**src/rtl/line_buf_pkg.sv**
```systemverilog
// rtl/line_buf_pkg.sv - shared types and helpers for the line buffer sequencer
package line_buf_pkg;

   typedef enum logic [1:0] {
      IDLE   = 2'd0,
      PRIME0 = 2'd1,
      PRIME1 = 2'd2,
      RUN    = 2'd3
   } lbc_state_t;

   localparam int NUM_ROWS = 3;

   // Next BRAM in the write rotation, wrapping after the last row buffer
   function automatic logic [1:0] sel_next(input logic [1:0] s);
      return (s == 2'(NUM_ROWS - 1)) ? 2'd0 : s + 2'd1;
   endfunction

endpackage

```
**src/rtl/vid_delay_pipe.sv**
```systemverilog
// rtl/vid_delay_pipe.sv - fixed-depth register pipe aligning stream side-band with BRAM reads
module vid_delay_pipe #(
   parameter int WIDTH = 28,
   parameter int DEPTH = 2
) (
   input  logic             clk,
   input  logic             rst,
   input  logic [WIDTH-1:0] din,
   output logic [WIDTH-1:0] dout
);

   logic [WIDTH-1:0] stage [DEPTH];

   always_ff @(posedge clk or posedge rst) begin
      if (rst) begin
         for (int i = 0; i < DEPTH; i++) stage[i] <= '0;
      end else begin
         stage[0] <= din;
         for (int i = 1; i < DEPTH; i++) stage[i] <= stage[i-1];
      end
   end

   assign dout = stage[DEPTH-1];

endmodule

```
**src/rtl/line_buf_ctrl.sv**
```systemverilog
// rtl/line_buf_ctrl.sv - row-buffer write rotation and window sequencing for the 3x3 kernel
// Define LBC_BORDER_FLAGS_EN to export o_win_first_col / o_win_last_col edge flags.
module line_buf_ctrl
   import line_buf_pkg::*;
#(
   parameter int DATA_WIDTH = 24,
   parameter int H_ACTIVE   = 1920,
   parameter int ADDR_W     = 11,
   parameter int RD_LAT     = 1
) (
   input  logic                  clk,
   input  logic                  rst,
   input  logic [DATA_WIDTH-1:0] i_vid_data,
   input  logic                  i_vid_hsync,
   input  logic                  i_vid_vsync,
   input  logic                  i_vid_VDE,
   input  logic                  i_en,
   output logic [2:0]            o_bram_we,
   output logic [ADDR_W-1:0]     o_bram_addr,
   output logic [1:0]            o_top_sel,
   output logic [1:0]            o_mid_sel,
   output logic [DATA_WIDTH-1:0] o_cur_data,
   output logic                  o_win_valid,
`ifdef LBC_BORDER_FLAGS_EN
   output logic                  o_win_first_col,
   output logic                  o_win_last_col,
`endif
   output logic                  o_vid_hsync,
   output logic                  o_vid_vsync,
   output logic                  o_vid_VDE,
   output logic [1:0]            o_state,
   output logic                  o_line_err
);

   localparam logic [ADDR_W-1:0] COL_LAST = ADDR_W'(H_ACTIVE - 1);
`ifdef LBC_BORDER_FLAGS_EN
   localparam int PIPE_W = DATA_WIDTH + 6;
`else
   localparam int PIPE_W = DATA_WIDTH + 4;
`endif

   lbc_state_t        state;
   logic [ADDR_W-1:0] col;
   logic [1:0]        wr_sel;
   logic              vsync_q;
   logic              vde_q;
   logic              line_done;
   logic              vs_rise;
   logic              run_ok;
   logic              pix;
   logic              line_end;
   logic              win;
   logic [PIPE_W-1:0] pipe_in;
   logic [PIPE_W-1:0] pipe_out;

   assign vs_rise = i_vid_vsync & ~vsync_q;
   assign run_ok  = i_en & ~vs_rise & (state != IDLE);
   assign pix     = run_ok & i_vid_VDE & ~line_done;
   // A falling VDE only closes a line that actually wrote pixels and has not already wrapped
   assign line_end = (pix & (col == COL_LAST))
                   | (run_ok & vde_q & ~i_vid_VDE & ~line_done & (col != '0));
   assign win     = i_en & ~vs_rise & i_vid_VDE & (state == RUN);

   always_ff @(posedge clk or posedge rst) begin
      if (rst) begin
         state       <= IDLE;
         col         <= '0;
         wr_sel      <= '0;
         o_top_sel   <= '0;
         o_mid_sel   <= '0;
         o_bram_we   <= '0;
         o_bram_addr <= '0;
         o_line_err  <= 1'b0;
         vsync_q     <= 1'b0;
         vde_q       <= 1'b0;
         line_done   <= 1'b0;
      end else begin
         vsync_q   <= i_vid_vsync;
         vde_q     <= i_vid_VDE;
         o_bram_we <= pix ? (3'b001 << wr_sel) : 3'b000;
         if (pix) o_bram_addr <= col;

         if (!i_en) begin
            state     <= IDLE;
            col       <= '0;
            wr_sel    <= '0;
            line_done <= 1'b0;
         end else if (vs_rise) begin
            state      <= PRIME0;
            col        <= '0;
            wr_sel     <= '0;
            line_done  <= 1'b0;
            o_line_err <= 1'b0;
         end else if (state != IDLE) begin
            if (line_end) begin
               col       <= '0;
               wr_sel    <= sel_next(wr_sel);
               o_mid_sel <= wr_sel;
               o_top_sel <= o_mid_sel;
               state     <= (state == PRIME0) ? PRIME1 : RUN;
            end else if (pix) begin
               col <= col + ADDR_W'(1);
            end

            // Once a full line has wrapped, further VDE pixels are overrun until VDE drops
            if (pix && (col == COL_LAST)) line_done <= 1'b1;
            else if (!i_vid_VDE)          line_done <= 1'b0;

            if ((i_vid_VDE & line_done) | (line_end & ~i_vid_VDE)) o_line_err <= 1'b1;
         end
      end
   end

   assign o_state = state;

`ifdef LBC_BORDER_FLAGS_EN
   assign pipe_in = {pix & (col == '0), pix & (col == COL_LAST), win,
                     i_vid_VDE, i_vid_vsync, i_vid_hsync, i_vid_data};
   assign {o_win_first_col, o_win_last_col, o_win_valid,
           o_vid_VDE, o_vid_vsync, o_vid_hsync, o_cur_data} = pipe_out;
`else
   assign pipe_in = {win, i_vid_VDE, i_vid_vsync, i_vid_hsync, i_vid_data};
   assign {o_win_valid, o_vid_VDE, o_vid_vsync, o_vid_hsync, o_cur_data} = pipe_out;
`endif

   vid_delay_pipe #(
      .WIDTH (PIPE_W),
      .DEPTH (1 + RD_LAT)
   ) u_delay (
      .clk  (clk),
      .rst  (rst),
      .din  (pipe_in),
      .dout (pipe_out)
   );

endmodule

```
**config.mk**
```make
export PLATFORM = sky130hd
export DESIGN_NAME = line_buf_ctrl
export DESIGN_NICKNAME = d
export VERILOG_FILES = /design/src/rtl/line_buf_pkg.sv /design/src/rtl/vid_delay_pipe.sv /design/src/rtl/line_buf_ctrl.sv
export SDC_FILE = /design/constraint.sdc
export NUM_CORES = 1
export LEC_CHECK = 0
export ABC_CLOCK_PERIOD_IN_PS = 3800
export CORE_ASPECT_RATIO = 1.2
export CORE_UTILIZATION = 35
export DETAILED_ROUTE_END_ITERATION = 7
export SLEW_MARGIN = 20
export SYNTH_ARGS = -nofsm -noshare
export SYNTH_HDL_FRONTEND = slang
export SYNTH_SLANG_ARGS = --single-unit
export TNS_END_PERCENT = 1
```
**constraint.sdc**
```tcl
create_clock -name clk -period 3.8 [get_ports clk]
set_clock_uncertainty 0.2 [all_clocks]
set_input_delay 0.76 -clock clk [delete_from_list [all_inputs] [get_ports clk]]
set_output_delay 0.76 -clock clk [all_outputs]
set_load 0.01 [all_outputs]
```
==> results of run 1 <==
-- registers in the layout (all words and copies together), names as in the netlist --
register	cells
u_delay.dout	28
u_delay.stage	28
col	11
o_bram_addr	11
o_bram_we	3
o_mid_sel	2
o_state	2
o_top_sel	2
wr_sel	2
line_done	1
o_line_err	1
-- per-stage QoR --
step | utilization | worst slack [ns] | hold WS, ns
finish | 0.4777 | 1.213 | 0.1519
global placement | 0.4535 | 0.8738 | 0.1313
CTS | 0.4777 | 1.170 | 0.1532
floorplan | - | 0.4764 | 0.1312
detailed placement | 0.4535 | 0.7995 | 0.1347
global route | 0.4777 | 1.045 | 0.1599
-- cells by family after synthesis --
family,synth area share
flops,0.7188
simple gates,0.1256
buf+inv,0.07267
compound gates,0.03278
xor+xnor,0.02488
mux,0.01738
fa+ha+maj,0.007898
-- path summary, 6_finish.rpt --
check / startpoint / endpoint / cells after the start
max in group asynchronous: rst / col[6] / 3
max reg2reg: col[7] / wr_sel[1] / 5
min in group asynchronous: rst / u_delay.dout[22] / 2
min reg2reg: u_delay.stage[33] / u_delay.dout[5] / 0
min: u_delay.stage[33] / u_delay.dout[5] / 0
max: i_vid_vsync / wr_sel[1] / 7
-- Yosys cell counts --
cell type and instances:
nand4b_1 2, a2bb2oi_1 1, nand4b_2 1, nor2b_1 1
nand2_1 38, buf_4 24, nor3_1 4, ha_1 2
dfrtp_1 91, nor2_1 16, o2bb2ai_1 2, buf_2 4
and3_1 4, a2111oi_2 1, o21bai_1 1, mux2_1 4
mux2i_1 1, nor3b_1 1, nand3_1 5, nor4_2 1
xnor2_1 2, nor2b_2 1, nor3_4 1, a311oi_1 1
o21ai_0 5, nand3_2 1, nand4_1 3, a211oi_1 1
xor2_1 7, a21oi_1 1, inv_1 8, nor4_1 2
o21ai_2 1
-- report_power, final --
group          leakage, nW  switching, W  internal [W]  total [W]
combinational        0.608     0.0000498     0.0000592   0.000109
clock                0.105      0.000333      0.000329   0.000661
sequential            1.15    0.00000870      0.000998    0.00101
total                 1.86      0.000391       0.00139    0.00178
-- layout by cell type (no fill, tap or decap), types with 3 or more instances in the layout --
cell type        instances
dfrtp_1                 91
nand3_1                  5
nor2_1                  16
xor2_1                   7
inv_1                    7
clkbuf_8                10
buf_4                    4
nand2_1                 38
o21ai_0                  5
nand4_1                  3
and3_1                   4
mux2_1                   4
clkdlybuf4s50_1         78
nor3_1                   4
-- metal layers --
metal  GRT usage  part of all wire
met5           0                 0
met1      0.1531              0.46
met3     0.02950             0.061
met4     0.07604             0.023
met2      0.1852              0.45
-- worst max-delay path, stage by stage --
cell	delay, ns
clkdlybuf4s50_1	0.47
nor2b_2	0.36
nor3_4	0.08
buf_4	0.20
nand3_2	0.16
nand3_1	0.36
o2bb2ai_1	0.26
-- cell type report --
type                    instances  area (um2)
clock buffers                  10       137.6
flip-flops and latches         91        2277
fillers                       808        4522
repair buffers                 82       810.8
well taps                     117       146.4
clock inverters                 6       71.32
multi-input cells             111       660.6
inverters                       8       31.28
==> results.sh, run 1 <==
export IMPL_vias=1868
export IMPL_cts_tree="yes"
export IMPL_total_power_w=0.001777
export IMPL_final_area_mm2=0.004135
export IMPL_status="complete, no violations"
export IMPL_synth_seq_cells=91
export IMPL_worst_pin_slew_ns=0.7263
export IMPL_p_leak_nw=1.858
export IMPL_grt_pass1_vias=1829
export IMPL_cts_root_buf="clkbuf_8"
export IMPL_start_util=0.3659
export IMPL_regToRegSetupSlack_ns=1.66
export IMPL_yosysTopAreaCellShare=0.7188
export IMPL_areaGrowthSynthToFinish_pct=30.53
export IMPL_fin_crit_ns=2.587
export IMPL_slew_limit_headroom=0.5152
export IMPL_endpoint_kind="flop"
export IMPL_avgSynthCellArea_um2=13.31
export IMPL_dp_cells=409
export IMPL_final_net_count=335
export IMPL_finalHoldViolations=0
export IMPL_yosysSeqAreaShare=0.7188
export IMPL_grt_pass1_wl_mm=8.549
export IMPL_wl_mm=5.258
export IMPL_synthesis_nets=270
export IMPL_num_antenna_cells=0
export IMPL_clkSinkCount=91
export IMPL_synth_area_mm2=0.003168
export IMPL_grt_total_usage=0.1214
export IMPL_ctsResizeCount=0
export IMPL_clkTransAtPathRegs_ns=0.08
export IMPL_min_period_over_period=0.6809
export IMPL_dr_pass1_iters=6
export IMPL_place_area_mm2=0.003926
export IMPL_crit_type="in -> reg"
export IMPL_viasPerCell=4.395
export IMPL_cts_buffer_depth=2
export IMPL_fmax_ghz=0.3865
export IMPL_dpl_hpwl_mm=3.779
export IMPL_worstPathMaxFanout=16
export IMPL_yosys_warnings=0
export IMPL_slew_viol_final=0
export IMPL_port_buffers=78
export IMPL_die_width_um=88.85
export IMPL_syn_instance_count=238
export IMPL_place_congestion=0.8136
export IMPL_worstSetupStartpointType="input port"
export IMPL_fin_tns_setup_ns=0
export IMPL_ys_types=33
export IMPL_yosysTopAreaCell="dfrtp_1"
export IMPL_cts_made_buffers=9
export IMPL_die_h_um=106.2
export IMPL_core_area_mm2=0.008657
export IMPL_max_cap_violations=0
export IMPL_grt_overflow=0
export IMPL_drtIter0Drc=50
export IMPL_critPathArrivalTime_ns=2.65
export IMPL_die_area_mm2=0.009438
export IMPL_vdd_drop_max_uv=186.6
export IMPL_ant_nets=0
export IMPL_required_ns=3.87
export IMPL_setup_viol_count_final=0
export IMPL_rows=37
export IMPL_h_tree_depth=3
export IMPL_worst_hold_path_type="reg -> reg"
export IMPL_rsz0062_at_grt="false"
export IMPL_antenna_found_initial=0
export IMPL_wl_per_cell_um=12.37
export IMPL_cts_setup_buffers=0
export IMPL_drive_gt1_frac=0.09091
export IMPL_synthTopCellsByArea="dfrtp_1 72%, buf_4 5.7%, nand2_1 4.5%"
export IMPL_p_per_area_mw_per_mm2=429.7
export IMPL_insertion_delay_ns=0.35
export IMPL_num_io_pins=79
export IMPL_ctsHoldBuffers=0
export IMPL_grt_start_max_net_pins=47
export IMPL_drc_errors=0
export IMPL_stdcell_count=425
Power figures use the tool's default switching activity.
==> run 2: changes to the inputs <==
ABC_CLOCK_PERIOD_IN_PS = 2600   (was 3800)
clock period = 2.6 ns   (was 3.8 ns; I/O delays follow)
==> run 2 against run 1 <==
Die area is the same. Flip-flop and latch count unchanged. Wire length up 2.4%. Setup slack worse by 0.75 ns. Utilization grew 0.53 points. Via count rose by 0.27%. Sequential share of layout area is 0.61 points lower. Highest routed layer unchanged.
==> results.sh, run 2 (synthesis gave the netlist of run 1 again) <==
export IMPL_setup_viol_count_final=0
export IMPL_drc_errors=0
export IMPL_die_h_um=106.2
export IMPL_regToRegSetupSlack_ns=0.56
export IMPL_die_width_um=88.85
export IMPL_ctsResizeCount=0
export IMPL_multi_input_area_um2=660.6
export IMPL_hold_path_depth=0
export IMPL_fin_crit_ns=2.139
export IMPL_p_per_area_mw_per_mm2=643.0
export IMPL_dr_pass1_iters=4
export IMPL_wl_mm=5.386
export IMPL_port_buffers=78
export IMPL_final_common_cell="dfrtp_1"
export IMPL_slew_limit_headroom=0.6069
export IMPL_crit_type="reg -> out"
export IMPL_num_antenna_cells=0
export IMPL_dp_cells=413
export IMPL_critPathBufInv=1
export IMPL_vias=1873
export IMPL_path_depth=1
export IMPL_reg2regPathDepth=6
export IMPL_areaGrowthSynthToFinish_pct=31.99
export IMPL_worst_hold_path_type="reg -> reg"
export IMPL_wl_per_cell_um=12.55
export IMPL_hold_start="u_delay.stage[50]"
export IMPL_cts_root_buf="clkbuf_8"
export IMPL_ant_nets=0
export IMPL_critPathArrivalTime_ns=1.42
export IMPL_vdd_drop_max_uv=222.2
export IMPL_min_to="u_delay.dout[22]"
export IMPL_rows=37
export IMPL_grt_pass1_wl_mm=9.032
export IMPL_slew_viol_final=0
export IMPL_final_net_count=339
export IMPL_status="complete, no violations"
export IMPL_worstSetupStartpointType="flop"
export IMPL_cts_made_buffers=9
export IMPL_cts_buffer_depth=2
export IMPL_cts_tree="yes"
export IMPL_insertion_delay_ns=0.36
export IMPL_endpoint_kind="output pin"
export IMPL_antenna_found_initial=0
export IMPL_stdcell_count=429
export IMPL_viasPerCell=4.366
export IMPL_final_cell_mix="91 x dfrtp_1, 78 x clkdlybuf4s50_1, 38 x nand2_1"
export IMPL_start_util=0.3659
export IMPL_grt_start_max_net_pins=48
export IMPL_worst_pin_slew_ns=0.5896
export IMPL_nFillCells=800
export IMPL_max_cap_violations=0
export IMPL_die_area_mm2=0.009438
export IMPL_num_io_pins=79
export IMPL_grt_total_usage=0.1295
export IMPL_grt_pass1_vias=1869
export IMPL_h_tree_depth=3
export IMPL_critPathSlowestCell="clkdlybuf4s50_1"
export IMPL_min_period_over_period=0.8225
export IMPL_dpl_hpwl_mm=3.811
export IMPL_drive_gt1_frac=0.1026
export IMPL_grt_overflow=0
export IMPL_critPathTopFamily="buffers and inverters"
export IMPL_clkTransAtPathRegs_ns=0.09
export IMPL_clkSinkCount=91
export IMPL_core_area_mm2=0.008657
export IMPL_worst_r2r_startpoint="col[0]"
export IMPL_drtIter0Drc=78
export IMPL_p_leak_nw=1.878
export IMPL_ff_latch_area_mm2=0.002277
export IMPL_required_ns=1.88
export IMPL_r2r_end="o_top_sel[1]"
export IMPL_fmax_ghz=0.4676
export IMPL_place_congestion=0.8096
export IMPL_fin_tns_setup_ns=0
export IMPL_path_cells="clkdlybuf4s50_1"
export IMPL_finalHoldViolations=0
export IMPL_slowest_delay_ns=0.59
export IMPL_ctsHoldBuffers=0
export IMPL_worstPathMaxFanout=6
export IMPL_cts_setup_buffers=0
export IMPL_rsz0062_at_grt="false"
==> run 2: area by class of cell <==
cell class | count | area share
Multi-Input combinational cell | 111 | 0.1580
Tap cell | 117 | 0.03501
Clock buffer | 9 | 0.02962
Sequential cell | 91 | 0.5446
Clock inverter | 7 | 0.02364
Timing Repair Buffer | 86 | 0.2011
Inverter | 8 | 0.008079
==> run 2: worst max path at each step <==
stage,start,end
2_1_floorplan,i_vid_vsync,o_mid_sel[0]
3_3_place_gp,i_vid_vsync,o_mid_sel[0]
3_5_place_dp,i_vid_vsync,o_top_sel[1]
4_1_cts,o_state[1],o_state[1]
5_1_grt,col[0],o_mid_sel[1]
6_report,o_state[1],o_state[1]
==> run 2: per-stage QoR <==
stage	setup WS (ns)	util	instance area [um2]	hold WS (ns)	power [W]
6_report	0.4614	0.4830	4182	0.1528	0.002689
5_1_grt	0.3602	0.4830	4182	0.1586	0.002803
4_1_cts	0.4321	0.4830	4182	0.1540	0.002727
3_5_place_dp	0.09924	0.4573	3959	0.1347	0.001667
3_3_place_gp	0.1660	0.4573	3959	0.1313	0.001663
2_1_floorplan	0.6328	-	3172	0.1312	0.001580
==> run 2: routing by layer <==
layer | track usage | vias to the layer above | wire length [um]
met5 | 0 | - | 0
met4 | 0.06567 | 0 | 102
met3 | 0.03649 | 10 | 322
met2 | 0.1951 | 62 | 2548
met1 | 0.1692 | 904 | 2413
li1 | - | 897 | -
==> run 2: power breakdown <==
group,switching (W),leakage [nW],internal [W],total [W]
clock,0.000505,0.111,0.000550,0.00106
combinational,0.0000736,0.622,0.0000883,0.000162
sequential,0.0000136,1.15,0.00146,0.00147
